--- src/rtl/axil_umem_wbridge.sv ---
// axil_umem_wbridge
// AXI4-Lite write slave that pairs independent AW/W beats and turns each
// transaction into a single-cycle 32-bit write strobe on the unified memory's
// AXI port, then returns a B response. One transaction is in flight at a time.
//
// Optional feature: define AXIL_UMEM_RANGE_CHECK_EN to reject addresses
// outside [BASE_ADDR, BASE_ADDR + WIN_SIZE) with SLVERR. When undefined,
// every address is forwarded and only a partial strobe produces SLVERR.
module axil_umem_wbridge #(
    parameter logic [31:0] BASE_ADDR = 32'hA0000100,
    parameter int unsigned WIN_SIZE  = 256
) (
    input  logic        clk,
    input  logic        rst_n,
    // AW channel
    input  logic        awvalid,
    output logic        awready,
    input  logic [31:0] awaddr,
    // W channel
    input  logic        wvalid,
    output logic        wready,
    input  logic [31:0] wdata,
    input  logic [3:0]  wstrb,
    // B channel
    output logic        bvalid,
    input  logic        bready,
    output logic [1:0]  bresp,
    // Unified memory AXI port
    output logic [31:0] axi_mem_addr,
    output logic [31:0] axi_mem_data,
    output logic        axi_mem_w
);

    typedef enum logic [1:0] {
        S_IDLE  = 2'd0,
        S_WRITE = 2'd1,
        S_RESP  = 2'd2
    } state_t;

    localparam logic [1:0] RESP_OKAY   = 2'b00;
    localparam logic [1:0] RESP_SLVERR = 2'b10;

`ifdef AXIL_UMEM_RANGE_CHECK_EN
    localparam logic RANGE_CHECK = 1'b1;
`else
    localparam logic RANGE_CHECK = 1'b0;
`endif

    // Window bounds carried in 33 bits so BASE_ADDR + WIN_SIZE cannot wrap.
    localparam logic [32:0] WIN_LO = {1'b0, BASE_ADDR};
    localparam logic [32:0] WIN_HI = {1'b0, BASE_ADDR} + 33'(WIN_SIZE);

    state_t      state;

    // Holding registers for the two request channels.
    logic        aw_full;
    logic [31:0] aw_addr_q;
    logic        w_full;
    logic [31:0] w_data_q;
    logic [3:0]  w_strb_q;

    // Hold contents as they will be after this edge, so a beat arriving in
    // the same cycle as its partner (or together with it) is evaluated at once.
    logic        aw_take;
    logic        w_take;
    logic        aw_full_n;
    logic        w_full_n;
    logic [31:0] addr_n;
    logic [31:0] data_n;
    logic [3:0]  strb_n;
    logic        strb_err;
    logic        range_err;
    logic        txn_err;

    assign aw_take   = awvalid & awready;
    assign w_take    = wvalid & wready;
    assign aw_full_n = aw_full | aw_take;
    assign w_full_n  = w_full | w_take;
    assign addr_n    = aw_take ? awaddr : aw_addr_q;
    assign data_n    = w_take ? wdata : w_data_q;
    assign strb_n    = w_take ? wstrb : w_strb_q;

    assign strb_err  = (strb_n != 4'hF);
    assign range_err = ({1'b0, addr_n} < WIN_LO) || ({1'b0, addr_n} >= WIN_HI);
    assign txn_err   = strb_err | (RANGE_CHECK & range_err);

    // Capture beats, sequence IDLE -> WRITE -> RESP, and register all outputs.
    always_ff @(posedge clk or negedge rst_n) begin
        if (!rst_n) begin
            state        <= S_IDLE;
            aw_full      <= 1'b0;
            aw_addr_q    <= '0;
            w_full       <= 1'b0;
            w_data_q     <= '0;
            w_strb_q     <= '0;
            awready      <= 1'b0;
            wready       <= 1'b0;
            bvalid       <= 1'b0;
            bresp        <= RESP_OKAY;
            axi_mem_w    <= 1'b0;
            axi_mem_addr <= '0;
            axi_mem_data <= '0;
        end else begin
            // NOTE: non-blocking assignments here so every register samples
            // the pre-edge values; blocking would let later statements see
            // half-updated state and make the result order-dependent.
            case (state)
                S_IDLE: begin
                    if (aw_take) begin
                        aw_full   <= 1'b1;
                        aw_addr_q <= awaddr;
                    end
                    if (w_take) begin
                        w_full   <= 1'b1;
                        w_data_q <= wdata;
                        w_strb_q <= wstrb;
                    end
                    if (aw_full_n && w_full_n) begin
                        awready <= 1'b0;
                        wready  <= 1'b0;
                        if (txn_err) begin
                            state  <= S_RESP;
                            bvalid <= 1'b1;
                            bresp  <= RESP_SLVERR;
                        end else begin
                            state        <= S_WRITE;
                            axi_mem_w    <= 1'b1;
                            axi_mem_addr <= addr_n;
                            axi_mem_data <= data_n;
                        end
                    end else begin
                        awready <= ~aw_full_n;
                        wready  <= ~w_full_n;
                    end
                end

                S_WRITE: begin
                    axi_mem_w <= 1'b0;
                    state     <= S_RESP;
                    bvalid    <= 1'b1;
                    bresp     <= RESP_OKAY;
                end

                S_RESP: begin
                    if (bready) begin
                        bvalid  <= 1'b0;
                        aw_full <= 1'b0;
                        w_full  <= 1'b0;
                        awready <= 1'b1;
                        wready  <= 1'b1;
                        state   <= S_IDLE;
                    end
                end

                default: begin
                    state     <= S_IDLE;
                    axi_mem_w <= 1'b0;
                    bvalid    <= 1'b0;
                    aw_full   <= 1'b0;
                    w_full    <= 1'b0;
                end
            endcase
        end
    end

endmodule

--- config.mk ---
export PLATFORM = sky130hd
export DESIGN_NAME = axil_umem_wbridge
export DESIGN_NICKNAME = d
export VERILOG_FILES = /design/src/rtl/axil_umem_wbridge.sv
export SDC_FILE = /design/constraint.sdc
export NUM_CORES = 1
export LEC_CHECK = 0
export CAP_MARGIN = 20
export CORE_ASPECT_RATIO = 1.4
export CORE_MARGIN = 3
export CORE_UTILIZATION = 56
export CTS_BUF_LIST = sky130_fd_sc_hd__clkbuf_4 sky130_fd_sc_hd__clkbuf_8
export DETAILED_ROUTE_END_ITERATION = 6
export PLACE_DENSITY_LB_ADDON = 0.05
export SLEW_MARGIN = 20
export SYNTH_ARGS = -nofsm -noshare
export SYNTH_HDL_FRONTEND = slang
export SYNTH_SLANG_ARGS = --single-unit
--- constraint.sdc ---
create_clock -name clk -period 5.24 [get_ports clk]
set_clock_uncertainty 0.15 [all_clocks]
set_input_delay 0.524 -clock clk [delete_from_list [all_inputs] [get_ports clk]]
set_output_delay 0.524 -clock clk [all_outputs]
set_load 0.03 [all_outputs]
==> flow_metrics.tcl <==
set metrics [dict create \
    outcome "finished clean" \
    ys_warn_count 0 \
    vias 4381 \
    seq_area_frac_synth_pct 57.53 \
    hp-class "reg2reg" \
    hold_ws_ns 0.3417 \
    first_global_vias 4573 \
    endpoint "aw_addr_q[3]$_DFFE_PN0P_" \
    synth_seq_cells 141 \
    finalNetCount 681 \
    synth-edff-count 0 \
    htree_levels 4 \
    pwr-share-seq_pct 36.7 \
    die_h_um 129.8 \
    rsz0062_at_grt "false" \
    cts_resized 0 \
    fp.coreArea_sq_mm 0.01052 \
    comb_power_share_pct 46.1 \
    clk_latency_ns 0.44 \
    clockBufferDepth 2 \
    post-route-period-util_pct 50.46 \
    wl_per_cell_um 17.91 \
    ir_worst_vdd_v 0.0003280 \
    multi_input_area_sq_mm 0.002355 \
    drive_gt1_share_pct 18.20 \
    viasPerCell 5.772 \
    antenna_found_initial 0 \
    yosysMostFrequentCell "dfrtp_1" \
    async_flop_share_pct 100.0 \
    hold_violations 0 \
    die_w_um 94.45 \
    start_util_pct 58.33 \
    root_buffer "clkbuf_8" \
    netlist_area_sq_mm 0.006133 \
    fmaxAchievable_mhz 378.2 \
    crit_required_ns 5.41 \
    drt-initial-drc-count 218 \
    area_delta_synth_final_pct 30.33 \
    place_hpwl_mm 8.767 \
    p_per_area_mw_per_mm2 674.2 \
    p_leak_uw 0.003529 \
    post_cts_buffers 0 \
    worst_slew_pin_slew_ns 1.070 \
    switchingPower_uw 2121 \
    r2r_start "awready$_DFFE_PN0P_" \
    yosysUniqueCellTypes 27 \
    setup_viol 0 \
    drtAntennaViolNets 0 \
    path_class "in2reg" \
    avgSynthCellArea_sq_um 12.75 \
    fillCellCount 750 \
    ioPinCount 143 \
    seq_area_sq_mm 0.003528 \
    r2r_slack_ns 2.73 \
    cts_num_sinks 141 \
    dpl_cell_area_sq_mm 0.007555 \
    yosys-top-cells-area "dfrtp_1, mux2_2, mux2i_1" \
    switching_share_pct 39.36 \
    portBuffers 141 \
    design_area_sq_mm 0.007994 \
    grt.total_usage_pct 23.48 \
    yosysTopAreaCell "dfrtp_1" \
    p_clk_share_pct 17.2 \
    cts_tree "done" \
    fin_crit_ns 2.644 \
    finalSetupTns_ns 0 \
    synth_top_cell_area_share_pct 57.53 \
    cap_viol_max_count 0 \
    syn-num-nets 554 \
    slew_headroom_pct 28.39 \
    cts_buffers 17 \
    yosys-top-cells-count "dfrtp_1, a21oi_1, a31oi_1, mux2_2, mux2i_1" \
    gp_congestion 0.7224 \
    cp_data_arrival_time_ns 2.81 \
    r2r_end "aw_addr_q[3]$_DFFE_PN0P_" \
    grt_pass1_wl_mm 22.36 \
    synthCells 481 \
    ys.flop_type "dfrtp_1" \
    totalWireLength_mm 13.60 \
    die_area_sq_mm 0.01226 \
    n_antenna_cell 0 \
    drc 0 \
    grt_overflow_total 0 \
    drt-pass1-iter-count 4 \
    reg2reg_depth 4 \
    path_max_fanout 34 \
    p_int_uw 3268 \
    cts.clk_slew.worst_paths_ns 0.07 \
    startpoint "awvalid" \
    grt_max_degree 87 \
    worstSetupEndpointType "register" \
    slew_violations 0 \
    row_count 44 \
    critPathLaunchType "input pin" \
]
layout make-up:
class | instances | area share [%]
sequential | 141 | 44.14
tap | 138 | 2.160
clock inverter | 12 | 2.003
timing repair buffer | 151 | 18.64
multi-input combinational | 292 | 29.46
inverter | 5 | 0.2348
clock buffer | 20 | 3.365
layout by cell type (no fill, tap or decap), drive strengths merged:
| cell | n |
|---|---|
| a21bo | 1 |
| clkinvlp | 4 |
| a31oi | 64 |
| nand4 | 2 |
| clkbuf | 20 |
| buf | 10 |
| nor2b | 2 |
| a21oi | 70 |
| mux2 | 68 |
| a21o | 1 |
| inv | 8 |
| a21boi | 1 |
| nand2 | 3 |
| dlygate4sd3 | 1 |
| o32a | 1 |
| clkdlybuf4s50 | 140 |
| nor2 | 4 |
| o21bai | 1 |
| clkinv | 2 |
| nor3 | 3 |
| dfrtp | 141 |
| bufinv | 3 |
| o21ai | 4 |
| o22ai | 2 |
| mux2i | 64 |
| conb | 1 |
critical path, stage by stage:
cell,delay [ns]
clkdlybuf4s50_1,0.50
nand2_2,0.59
nor3_4,0.33
buf_4,0.43
mux2_2,0.40
power by group through the flow:
stage	Clock [uW]	Combinational [uW]	Sequential, uW
2_1_floorplan	0	1150	2440
5_1_grt	993	2680	2050
6_report	927	2480	1980
4_1_cts	944	2510	1980
3_5_place_dp	0	2490	1990
3_3_place_gp	0	2430	1960
metrics by stage:
stage	power, uW	setup WS, ns	std cells	utilization [%]
floorplan	3596	3.328	481	-
global placement	4381	2.188	726	71.85
detailed placement	4482	2.169	726	71.85
CTS	5429	2.598	759	76.02
global route	5723	2.489	759	76.02
finish	5389	2.596	759	76.02
state kept, by name, summed over array words and instances (netlist names):
name and count:
wready 1, axi_mem_addr 32, w_strb_q 4, aw_addr_q 32, w_data_q 32, w_full 1
aw_full 1, awready 1, axi_mem_data 32, bresp 1, bvalid 1, state 2
axi_mem_w 1
how the worst min path moves through the flow:
stage                        startpoint                  endpoint  slack (ns)  cells after the start
2_1_floorplan                     rst_n  aw_addr_q[0]$_DFFE_PN0P_        0.08                      0
3_3_place_gp   w_data_q[25]$_DFFE_PN0P_  w_data_q[25]$_DFFE_PN0P_        0.32                      1
3_5_place_dp   aw_addr_q[6]$_DFFE_PN0P_  aw_addr_q[6]$_DFFE_PN0P_        0.32                      1
4_1_cts        aw_addr_q[6]$_DFFE_PN0P_  aw_addr_q[6]$_DFFE_PN0P_        0.34                      1
5_1_grt        aw_addr_q[6]$_DFFE_PN0P_  aw_addr_q[6]$_DFFE_PN0P_        0.35                      1
6_report       aw_addr_q[6]$_DFFE_PN0P_  aw_addr_q[6]$_DFFE_PN0P_        0.34                      1
metal layers:
layer	part of all wire, %	global-route usage (%)	wire length, um	vias up
met5	0	0	0	-
met4	2.1	8.836	286	0
met3	6.3	6.401	858	22
met2	51	39.59	6974	140
met1	40	28.92	5477	2176
li1	-	-	-	2043
cell families after synthesis:
group	synth area share, %
other	0.06114
buffers and inverters	4.447
AND/OR/NAND/NOR	1.469
AO/OA/AOI/OAI	13.57
multiplexers	22.93
flip-flops	57.53
timing repair:
item,in CTS,in global routing
hold endpoints to repair,2,0
hold buffers,1,0
endpoints found under the setup margin,0,0
Note: power is estimated with default switching activity, not from simulation.
